File: src/rtl/robot_sup_pkg.sv
// Shared types and encodings for the pipe-cleaning robot mission supervisor.
package robot_sup_pkg;

  typedef enum logic [3:0] {
    IDLE   = 4'd0,
    ARM    = 4'd1,
    SAMPLE = 4'd2,
    DECIDE = 4'd3,
    ISSUE  = 4'd4,
    EXEC   = 4'd5,
    STEP   = 4'd6,
    DONE   = 4'd7,
    FAULT  = 4'd8
  } state_e;

  // Actuator command encodings carried on cmd_op
  localparam logic [1:0] OP_NONE   = 2'b00;
  localparam logic [1:0] OP_FRONT  = 2'b01;
  localparam logic [1:0] OP_TURN   = 2'b10;
  localparam logic [1:0] OP_REMOVE = 2'b11;

  // Fault reasons reported on fault_code
  localparam logic [1:0] FLT_NONE    = 2'b00;
  localparam logic [1:0] FLT_STUCK   = 2'b01;
  localparam logic [1:0] FLT_TMO     = 2'b10;
  localparam logic [1:0] FLT_ILLEGAL = 2'b11;

  // A mission is in progress in every state except the three resting ones.
  function automatic logic is_busy(input state_e s);
    return !(s inside {IDLE, DONE, FAULT});
  endfunction

endpackage

File: src/rtl/robot_sat_counter.sv
// Saturating up-counter with synchronous clear; clear wins over increment.
module robot_sat_counter #(
  parameter int W = 16
) (
  input  logic         clk_i,
  input  logic         rst_ni,
  input  logic         clr_i,
  input  logic         inc_i,
  output logic [W-1:0] count_o
);

  logic [W-1:0] count_q;
  logic [W-1:0] count_d;

  // Next count: clear, increment unless already all-ones, or hold.
  always_comb begin
    count_d = count_q;
    if (clr_i) begin
      count_d = '0;
    end else if (inc_i && (count_q != '1)) begin
      count_d = count_q + W'(1);
    end else begin
      count_d = count_q;
    end
  end

  // Count register.
  always_ff @(posedge clk_i or negedge rst_ni) begin
    if (!rst_ni) begin
      count_q <= '0;
    end else begin
      count_q <= count_d;
    end
  end

  assign count_o = count_q;

endmodule

File: src/rtl/robot_mission_supervisor.sv
// Mission sequencer: samples sensors, steps the robot FSM, hands its decoded
// command to the actuator and watches for end-of-mission and fault conditions.
module robot_mission_supervisor
  import robot_sup_pkg::*;
#(
  parameter int TIMEOUT   = 200,
  parameter int TMO_W     = 8,
  parameter int MAX_TURNS = 4,
  parameter int CNT_W     = 16
) (
  input  logic             clock,
  input  logic             reset,
  input  logic             start,
  input  logic             stop,
  input  logic             front,
  input  logic             turn,
  input  logic             remove,
  output logic             sense_strobe,
  output logic             robot_rst_n,
  output logic             robot_step,
  output logic             cmd_valid,
  output logic [1:0]       cmd_op,
  input  logic             cmd_ready,
  input  logic             act_done,
  output logic             busy,
  output logic             done,
  output logic             fault,
  output logic [1:0]       fault_code,
  output logic [CNT_W-1:0] move_cnt,
  output logic [CNT_W-1:0] remove_cnt
);

  localparam int TURN_W = $clog2(MAX_TURNS + 1);
  // Value of the timeout counter during the last allowed cycle of a handshake.
  localparam logic [TMO_W-1:0]  TMO_LAST  = TMO_W'(TIMEOUT - 1);
  // Turn run length that the next completed turn pushes to the stuck limit.
  localparam logic [TURN_W-1:0] TURN_LAST = TURN_W'(MAX_TURNS - 1);

  state_e            state_q, state_d;
  logic [1:0]        op_q, op_d;
  logic [TMO_W-1:0]  tmo_q, tmo_d;
  logic              stop_pend_q, stop_pend_d;
  logic              done_q, done_d;
  logic              fault_q, fault_d;
  logic [1:0]        code_q, code_d;
  logic              robot_step_q, sense_strobe_q, cmd_valid_q, busy_q, robot_rst_n_q;

  logic [2:0]        cmd_s;
  logic              clr_all_s, clr_turn_s;
  logic              inc_move_s, inc_remove_s, inc_turn_s;
  logic [TURN_W-1:0] turn_run_s;

  assign cmd_s = {front, turn, remove};

  // Next-state, latched-command, timeout and counter-control decode.
  always_comb begin
    state_d      = state_q;
    op_d         = op_q;
    tmo_d        = tmo_q;
    stop_pend_d  = stop_pend_q;
    done_d       = done_q;
    fault_d      = fault_q;
    code_d       = code_q;
    clr_all_s    = 1'b0;
    clr_turn_s   = 1'b0;
    inc_move_s   = 1'b0;
    inc_remove_s = 1'b0;
    inc_turn_s   = 1'b0;
    case (state_q)
      IDLE, DONE, FAULT: begin
        if (start) begin
          state_d     = ARM;
          done_d      = 1'b0;
          fault_d     = 1'b0;
          code_d      = FLT_NONE;
          stop_pend_d = 1'b0;
          clr_all_s   = 1'b1;
        end else begin
          state_d = state_q;
        end
      end
      ARM: begin
        state_d     = SAMPLE;
        stop_pend_d = stop_pend_q | stop;
      end
      SAMPLE: begin
        state_d     = DECIDE;
        stop_pend_d = stop_pend_q | stop;
      end
      DECIDE: begin
        if (stop || stop_pend_q) begin
          state_d     = IDLE;
          stop_pend_d = 1'b0;
        end else begin
          case (cmd_s)
            3'b000: begin
              state_d = DONE;
              done_d  = 1'b1;
            end
            3'b100: begin
              state_d = ISSUE;
              op_d    = OP_FRONT;
              tmo_d   = '0;
            end
            3'b010: begin
              state_d = ISSUE;
              op_d    = OP_TURN;
              tmo_d   = '0;
            end
            3'b001: begin
              state_d = ISSUE;
              op_d    = OP_REMOVE;
              tmo_d   = '0;
            end
            default: begin
              state_d = FAULT;
              fault_d = 1'b1;
              code_d  = FLT_ILLEGAL;
            end
          endcase
        end
      end
      ISSUE: begin
        stop_pend_d = stop_pend_q | stop;
        // Timeout is checked first so it beats a same-cycle cmd_ready.
        if (tmo_q == TMO_LAST) begin
          state_d = FAULT;
          fault_d = 1'b1;
          code_d  = FLT_TMO;
        end else begin
          tmo_d = tmo_q + TMO_W'(1);
          if (cmd_ready) begin
            state_d = EXEC;
          end else begin
            state_d = ISSUE;
          end
        end
      end
      EXEC: begin
        stop_pend_d = stop_pend_q | stop;
        if (tmo_q == TMO_LAST) begin
          state_d = FAULT;
          fault_d = 1'b1;
          code_d  = FLT_TMO;
        end else begin
          tmo_d = tmo_q + TMO_W'(1);
          if (act_done) begin
            state_d = STEP;
            case (op_q)
              OP_FRONT: begin
                inc_move_s = 1'b1;
                clr_turn_s = 1'b1;
              end
              OP_REMOVE: begin
                inc_remove_s = 1'b1;
              end
              OP_TURN: begin
                inc_turn_s = 1'b1;
                if (turn_run_s == TURN_LAST) begin
                  state_d = FAULT;
                  fault_d = 1'b1;
                  code_d  = FLT_STUCK;
                end else begin
                  state_d = STEP;
                end
              end
              default: begin
                state_d = STEP;
              end
            endcase
          end else begin
            state_d = EXEC;
          end
        end
      end
      STEP: begin
        if (stop || stop_pend_q) begin
          state_d     = IDLE;
          stop_pend_d = 1'b0;
        end else begin
          state_d = SAMPLE;
        end
      end
      default: begin
        state_d = IDLE;
      end
    endcase
  end

  // FSM state, mission status and output registers (outputs track the next state).
  always_ff @(posedge clock or negedge reset) begin
    if (!reset) begin
      state_q        <= IDLE;
      op_q           <= OP_NONE;
      tmo_q          <= '0;
      stop_pend_q    <= 1'b0;
      done_q         <= 1'b0;
      fault_q        <= 1'b0;
      code_q         <= FLT_NONE;
      robot_step_q   <= 1'b0;
      sense_strobe_q <= 1'b0;
      cmd_valid_q    <= 1'b0;
      busy_q         <= 1'b0;
      robot_rst_n_q  <= 1'b0;
    end else begin
      state_q        <= state_d;
      op_q           <= op_d;
      tmo_q          <= tmo_d;
      stop_pend_q    <= stop_pend_d;
      done_q         <= done_d;
      fault_q        <= fault_d;
      code_q         <= code_d;
      robot_step_q   <= (state_d == ARM) || (state_d == STEP);
      sense_strobe_q <= (state_d == SAMPLE);
      cmd_valid_q    <= (state_d == ISSUE);
      busy_q         <= is_busy(state_d);
      robot_rst_n_q  <= is_busy(state_d);
    end
  end

  robot_sat_counter #(.W(CNT_W)) u_move_cnt (
    .clk_i   (clock),
    .rst_ni  (reset),
    .clr_i   (clr_all_s),
    .inc_i   (inc_move_s),
    .count_o (move_cnt)
  );

  robot_sat_counter #(.W(CNT_W)) u_remove_cnt (
    .clk_i   (clock),
    .rst_ni  (reset),
    .clr_i   (clr_all_s),
    .inc_i   (inc_remove_s),
    .count_o (remove_cnt)
  );

  robot_sat_counter #(.W(TURN_W)) u_turn_run (
    .clk_i   (clock),
    .rst_ni  (reset),
    .clr_i   (clr_all_s | clr_turn_s),
    .inc_i   (inc_turn_s),
    .count_o (turn_run_s)
  );

  assign robot_step   = robot_step_q;
  assign sense_strobe = sense_strobe_q;
  assign cmd_valid    = cmd_valid_q;
  assign cmd_op       = op_q;
  assign busy         = busy_q;
  assign robot_rst_n  = robot_rst_n_q;
  assign done         = done_q;
  assign fault        = fault_q;
  assign fault_code   = code_q;

endmodule

File: config.mk
export PLATFORM = sky130hd
export DESIGN_NAME = robot_mission_supervisor
export DESIGN_NICKNAME = d
export VERILOG_FILES = /design/src/rtl/robot_sup_pkg.sv /design/src/rtl/robot_sat_counter.sv /design/src/rtl/robot_mission_supervisor.sv
export SDC_FILE = /design/constraint.sdc
export NUM_CORES = 1
export LEC_CHECK = 0
export ABC_CLOCK_PERIOD_IN_PS = 8050
export CAP_MARGIN = 40
export CORE_MARGIN = 4
export CORE_UTILIZATION = 59
export DETAILED_ROUTE_END_ITERATION = 6
export GPL_TIMING_DRIVEN = 0
export PLACE_DENSITY = 0.93
export SETUP_SLACK_MARGIN = 0.15
export SKIP_CTS_REPAIR_TIMING = 1
export SYNTH_ARGS = -nofsm -noshare
export SYNTH_HDL_FRONTEND = slang
export SYNTH_HIERARCHICAL = 1
export SYNTH_SLANG_ARGS = --single-unit
File: constraint.sdc
create_clock -name clock -period 8.05 [get_ports clock]
set_clock_uncertainty 0.15 [all_clocks]
set_input_delay 1.61 -clock clock [delete_from_list [all_inputs] [get_ports clock]]
set_output_delay 1.61 -clock clock [all_outputs]
set_load 0.02 [all_outputs]
==> results_dict.tcl <==
set metrics [dict create \
    fin_nets 445 \
    n_fill_cell 390 \
    firstDrtPassIters 5 \
    hold_end "done" \
    min_from "done" \
    register_area_um2 1450 \
    highest_layer "met4" \
    antenna_found_initial 0 \
    end_kind "flip-flop" \
    grt_pass1_wl_mm 15.5 \
    ys_ff_latch 58 \
    period_minus_slack_ns 4.13 \
    synth_edf_count 0 \
    area_growth_pct 24.1 \
    ant_nets 0 \
    core_area_um2 5680 \
    grt.overflow.total 0 \
    required_ns 8.12 \
    worst_slew_pin_slew_ns 0.569 \
    cts-htree-levels 3 \
    dp.cells 492 \
    ys_warn_count 6 \
    grt_max_degree 40 \
    drtIter0Drc 342 \
    met3_length_um 622 \
    final_common_cell "dfrtp_1" \
    worstRegToRegCells 9 \
    syn-num-nets 382 \
    tns_ns 0 \
    cp_max_fo 10 \
    die-width_um 85.5 \
    final_cell_mix "58 x dfrtp_1, 50 x clkdlybuf4s50_1, 32 x a21oi_1" \
    ioPinCount 52 \
    synth_area_leader_cell "dfrtp_1" \
    cts.sinks 58 \
    vias 3295 \
    row_count 27 \
    async_flop_share_pct 100 \
    fin_crit_sh_pct 51.3 \
    dr_wl_met2_mm 4.57 \
    maxCapViolations 0 \
    rsz0062_at_grt "no" \
    die_area_um2 7310 \
    die_height_um 85.5 \
    r2r-end "u_move_cnt/count_o[9]" \
    clk_latency_ns 0.34 \
    synth_top_area_share_pct 41.0 \
    worstPathArrival_ns 4.20 \
    seq_area_frac_synth_pct 41.0 \
    clock.fmax_mhz 242 \
    avgRoutedWirePerCell_um 17.7 \
    drt-met1-wl_mm 3.63 \
    critPathKind "in -> reg" \
    drcViolationCount 0 \
    slew_violations 0 \
    cp-start-kind "input port" \
    grt_pass1_vias 3261 \
    via_per_inst 6.49 \
    dp_hpwl_mm 6.26 \
    hold_violations 0 \
    diodes 0 \
    drive_gt1_share_pct 13.8 \
    cts_made_buffers 9 \
    whs_path_depth 1 \
    cts_max_path_buffers 2 \
    gp_congestion 0.908 \
    portBuffers 51 \
    start_util_pct 62.4 \
    synthTopCellsByArea "dfrtp_1 41%, a21oi_1 4.5%, nand2_1 3.0%" \
    grtUsageTotal_pct 26.0 \
    netlist_area_um2 3540 \
    clkTransAtPathRegs_ns 0.06 \
    setup_viol 0 \
    rrSetupSlack_ns 4.92 \
    hp-class "reg -> reg" \
    synthFlopType "dfrtp_1" \
    synthCells 368 \
    synth_area_per_cell_um2 9.63 \
    leakagePower_nw 1.76 \
    root_buffer "clkbuf_8" \
    fin_cells 508 \
    relSlewSlack_pct 61.7 \
    timing.rr.start "tmo_q[0]" \
    vdd_ir_drop_max_mv 0.170 \
    multi_input_area_um2 1960 \
    power_density_nw_per_um2 244 \
    wl_mm 9.00 \
    status "finished, final reports clean" \
    synth.distinct_cells 65 \
    cts_tree "built" \
]
[cells by family (layout without fill, tap and decap cells)]
kind of cell    after synthesis  after routing  synth area share [%]
flops                        58             58                  41.0
buf+inv                      25             93                  3.74
simple gates                167            167                  29.6
fa+ha+maj                     6              6                  2.05
xor+xnor                     10             10                  2.47
mux                          10             10                  3.32
compound gates               92             92                  17.9
[per-stage QoR]
step	setup slack, ns	cell area, um^2	total power, mW	hold slack, ns	utilization, %
6_report	3.92	4400	1.07	0.349	77.5
5_1_grt	3.81	4400	1.14	0.384	77.5
4_1_cts	4.01	4400	1.07	0.361	77.5
3_5_place_dp	3.66	4160	0.753	0.346	73.3
3_3_place_gp	3.47	4140	0.733	0.332	73.0
2_1_floorplan	4.60	3540	0.639	0.330	-
[synth_stat cells, types with 3 or more instances]
master	instances
xor2_1	4
nor2_1	27
o21a_1	3
mux2_1	4
nor3_1	13
and4_2	3
nand2_1	28
clkbuf_1	7
or4_1	7
o21ai_1	6
and3_1	6
a21oi_1	32
nand2b_1	6
o21ai_0	16
nand4b_1	3
nor4_1	5
a211oi_1	4
a31oi_1	3
inv_1	9
o31ai_1	11
buf_4	4
nand4_1	11
ha_1	5
xnor2_1	6
nor2b_1	9
buf_6	3
nand3_1	10
or3_1	10
dfrtp_1	58
[routing by layer]
layer	GRT usage, %	vias up
met1	33.3	1584
met2	43.6	178
li1	-	1514
met5	0	-
met3	4.13	19
met4	10.9	0
[report_power, final]
part	leakage, nW	switching (mW)	internal [mW]
Clock	0.119	0.118	0.199
Combinational	0.860	0.219	0.155
Sequential	0.785	0.0431	0.338
Total	1.76	0.380	0.693
[worst max-delay path: stages]
cell	delay, ns
clkdlybuf4s50_1	0.50
nand2_1	0.11
a211oi_2	0.39
nand2_1	0.12
nor2_1	0.26
inv_1	0.13
clkbuf_1	0.23
nor4_1	0.49
mux2_1	0.37
[layout make-up]
| cell class | instances | share of cell area [%] |
|---|---|---|
| Clock buffer | 12 | 3.76 |
| Sequential cell | 58 | 33.0 |
| Buffer | 16 | 2.25 |
| Clock inverter | 4 | 1.65 |
| Multi-Input combinational cell | 285 | 44.6 |
| Inverter | 9 | 0.768 |
| Tap cell | 72 | 2.05 |
| Timing Repair Buffer | 52 | 12.0 |
[registers in the layout, indices dropped and copies added (netlist names), 2 cells and up]
signal	count
cmd_op	2
u_move_cnt/count_o	16
u_remove_cnt/count_o	16
fault_code	2
u_turn_run/count_o	3
state_q	4
tmo_q	8
[worst max path at each step]
stage                   from                     to  slack [ns]
global route        act_done  u_move_cnt/count_o[2]        3.81
CTS                 act_done  u_move_cnt/count_o[9]        4.01
global placement       reset             state_q[2]        3.47
finish              act_done  u_move_cnt/count_o[9]        3.92
detailed placement  act_done  u_move_cnt/count_o[9]        3.66
floorplan           act_done  u_move_cnt/count_o[3]        4.60
Note: power is estimated with default switching activity, not from simulation.
==> RTL edit: new RTL, config.mk and constraints unchanged <==
The parameter `CNT_W` goes from 16 to 24.
--- a/src/rtl/robot_mission_supervisor.sv
+++ b/src/rtl/robot_mission_supervisor.sv
@@ -7,5 +7,5 @@
   parameter int TMO_W     = 8,
   parameter int MAX_TURNS = 4,
-  parameter int CNT_W     = 16
+  parameter int CNT_W     = 24
 ) (
   input  logic             clock,
Interface: changed (resized move_cnt and remove_cnt); port bits go from 52 to 68. The function was not compared with the original's and may differ.
==> RTL edit against the unedited design <==
Routed wire length grew 25%; highest routed layer unchanged; cell area increased by 24%; critical path type unchanged; power rose by 9.0%; cell count increased by 29%; synthesized area up 24%; die area increased by 22%; sequential cell count increased by 16; worst setup slack improved by 0.18 ns; largest cell class unchanged.
==> RTL edit: results <==
export IMPL_n_sequential_cell=74
export IMPL_drive_gt1_frac=0.116
export IMPL_run_status="finished clean"
export IMPL_synth_mux_area_frac=0.0247
export IMPL_synthXorXnorAreaFrac=0.0279
export IMPL_wl_per_cell_microns=17.3
export IMPL_nNetsFinal=563
export IMPL_viasPerCell=6.37
export IMPL_p_total_w=0.00117
export IMPL_grt_max_degree=56
export IMPL_grt_pass1_wl_microns=19000
export IMPL_nWellTaps=99
export IMPL_met3_length_microns=754
export IMPL_hpwl_microns=8000
export IMPL_synthCells=470
export IMPL_ys_seq_area_frac=0.421
export IMPL_numPortBuffers=67
export IMPL_crit_arrival_ns=4.03
export IMPL_routabilityCongestion=0.922
export IMPL_syn_nets=484
export IMPL_clkbuf_count=11
export IMPL_grt_usage=0.268
export IMPL_layout_non_clock_inverters=8
export IMPL_wl_met1_microns=4750
export IMPL_place_area_sq_um=5220
export IMPL_multi_input_area_share=0.434
export IMPL_multi_input_cells=365
export IMPL_fill_cells=511
export IMPL_cts_buffers=9
export IMPL_final_hold_viol_count=0
export IMPL_routed_wl_met2_microns=5590
export IMPL_synth_compound_area_share=0.181
export IMPL_bufAreaShareNonClock=0.156
export IMPL_seq_area_sq_um=1850
export IMPL_relSlewSlack=0.645
export IMPL_synth_common_cells="74 x dfrtp_1, 46 x a21oi_1, 39 x nand2_1"
export IMPL_n_all_buffers=91
export IMPL_p_comb_frac=0.326
export IMPL_grt_pass1_vias=4035
export IMPL_cp_max_fo=10
export IMPL_seq_share=0.341
export IMPL_power_leakage_nw=2.11
export IMPL_drt_initial_drc_count=203
export IMPL_final_clk_cell_share=0.0403
export IMPL_internal_power_w=0.000755
export IMPL_ir_drop_uv=137
export IMPL_synth_area_leaders="dfrtp_1 42%, a21oi_1 5.2%, o21ai_0 3.8%"
export IMPL_synthAdderAreaFrac=0.0165
export IMPL_netlist_cell_type_count=67
export IMPL_cp_slowest_stage_delay_ns=0.48
export IMPL_routed_wl_microns=11300
-- RTL edit: kinds of logic after synthesis --
family,Yosys count
AND/OR/NAND/NOR,216
multiplexers,9
buffers and inverters,31
flip-flops,74
XOR/XNOR,14
adder cells (fa/ha/maj),6
AO/OA/AOI/OAI,120
-- RTL edit: per-layer routing --
metal | up-vias | GRT usage
met3 | 22 | 0.0454
met4 | 0 | 0.108
li1 | 1903 | -
met1 | 2036 | 0.353
met2 | 201 | 0.440
met5 | - | 0
-- RTL edit: path summary, 6_finish.rpt --
kind,start,endpoint,slack (ns),cells past startpoint
hold / removal,done,done,0.36,1
setup / recovery,act_done,u_move_cnt/count_o[18],4.10,8
max in group asynchronous,reset,u_turn_run/count_o[2],6.21,2
setup reg to reg,tmo_q[0],u_move_cnt/count_o[18],5.01,8
min in group asynchronous,reset,tmo_q[6],0.99,1
hold reg to reg,done,done,0.36,1
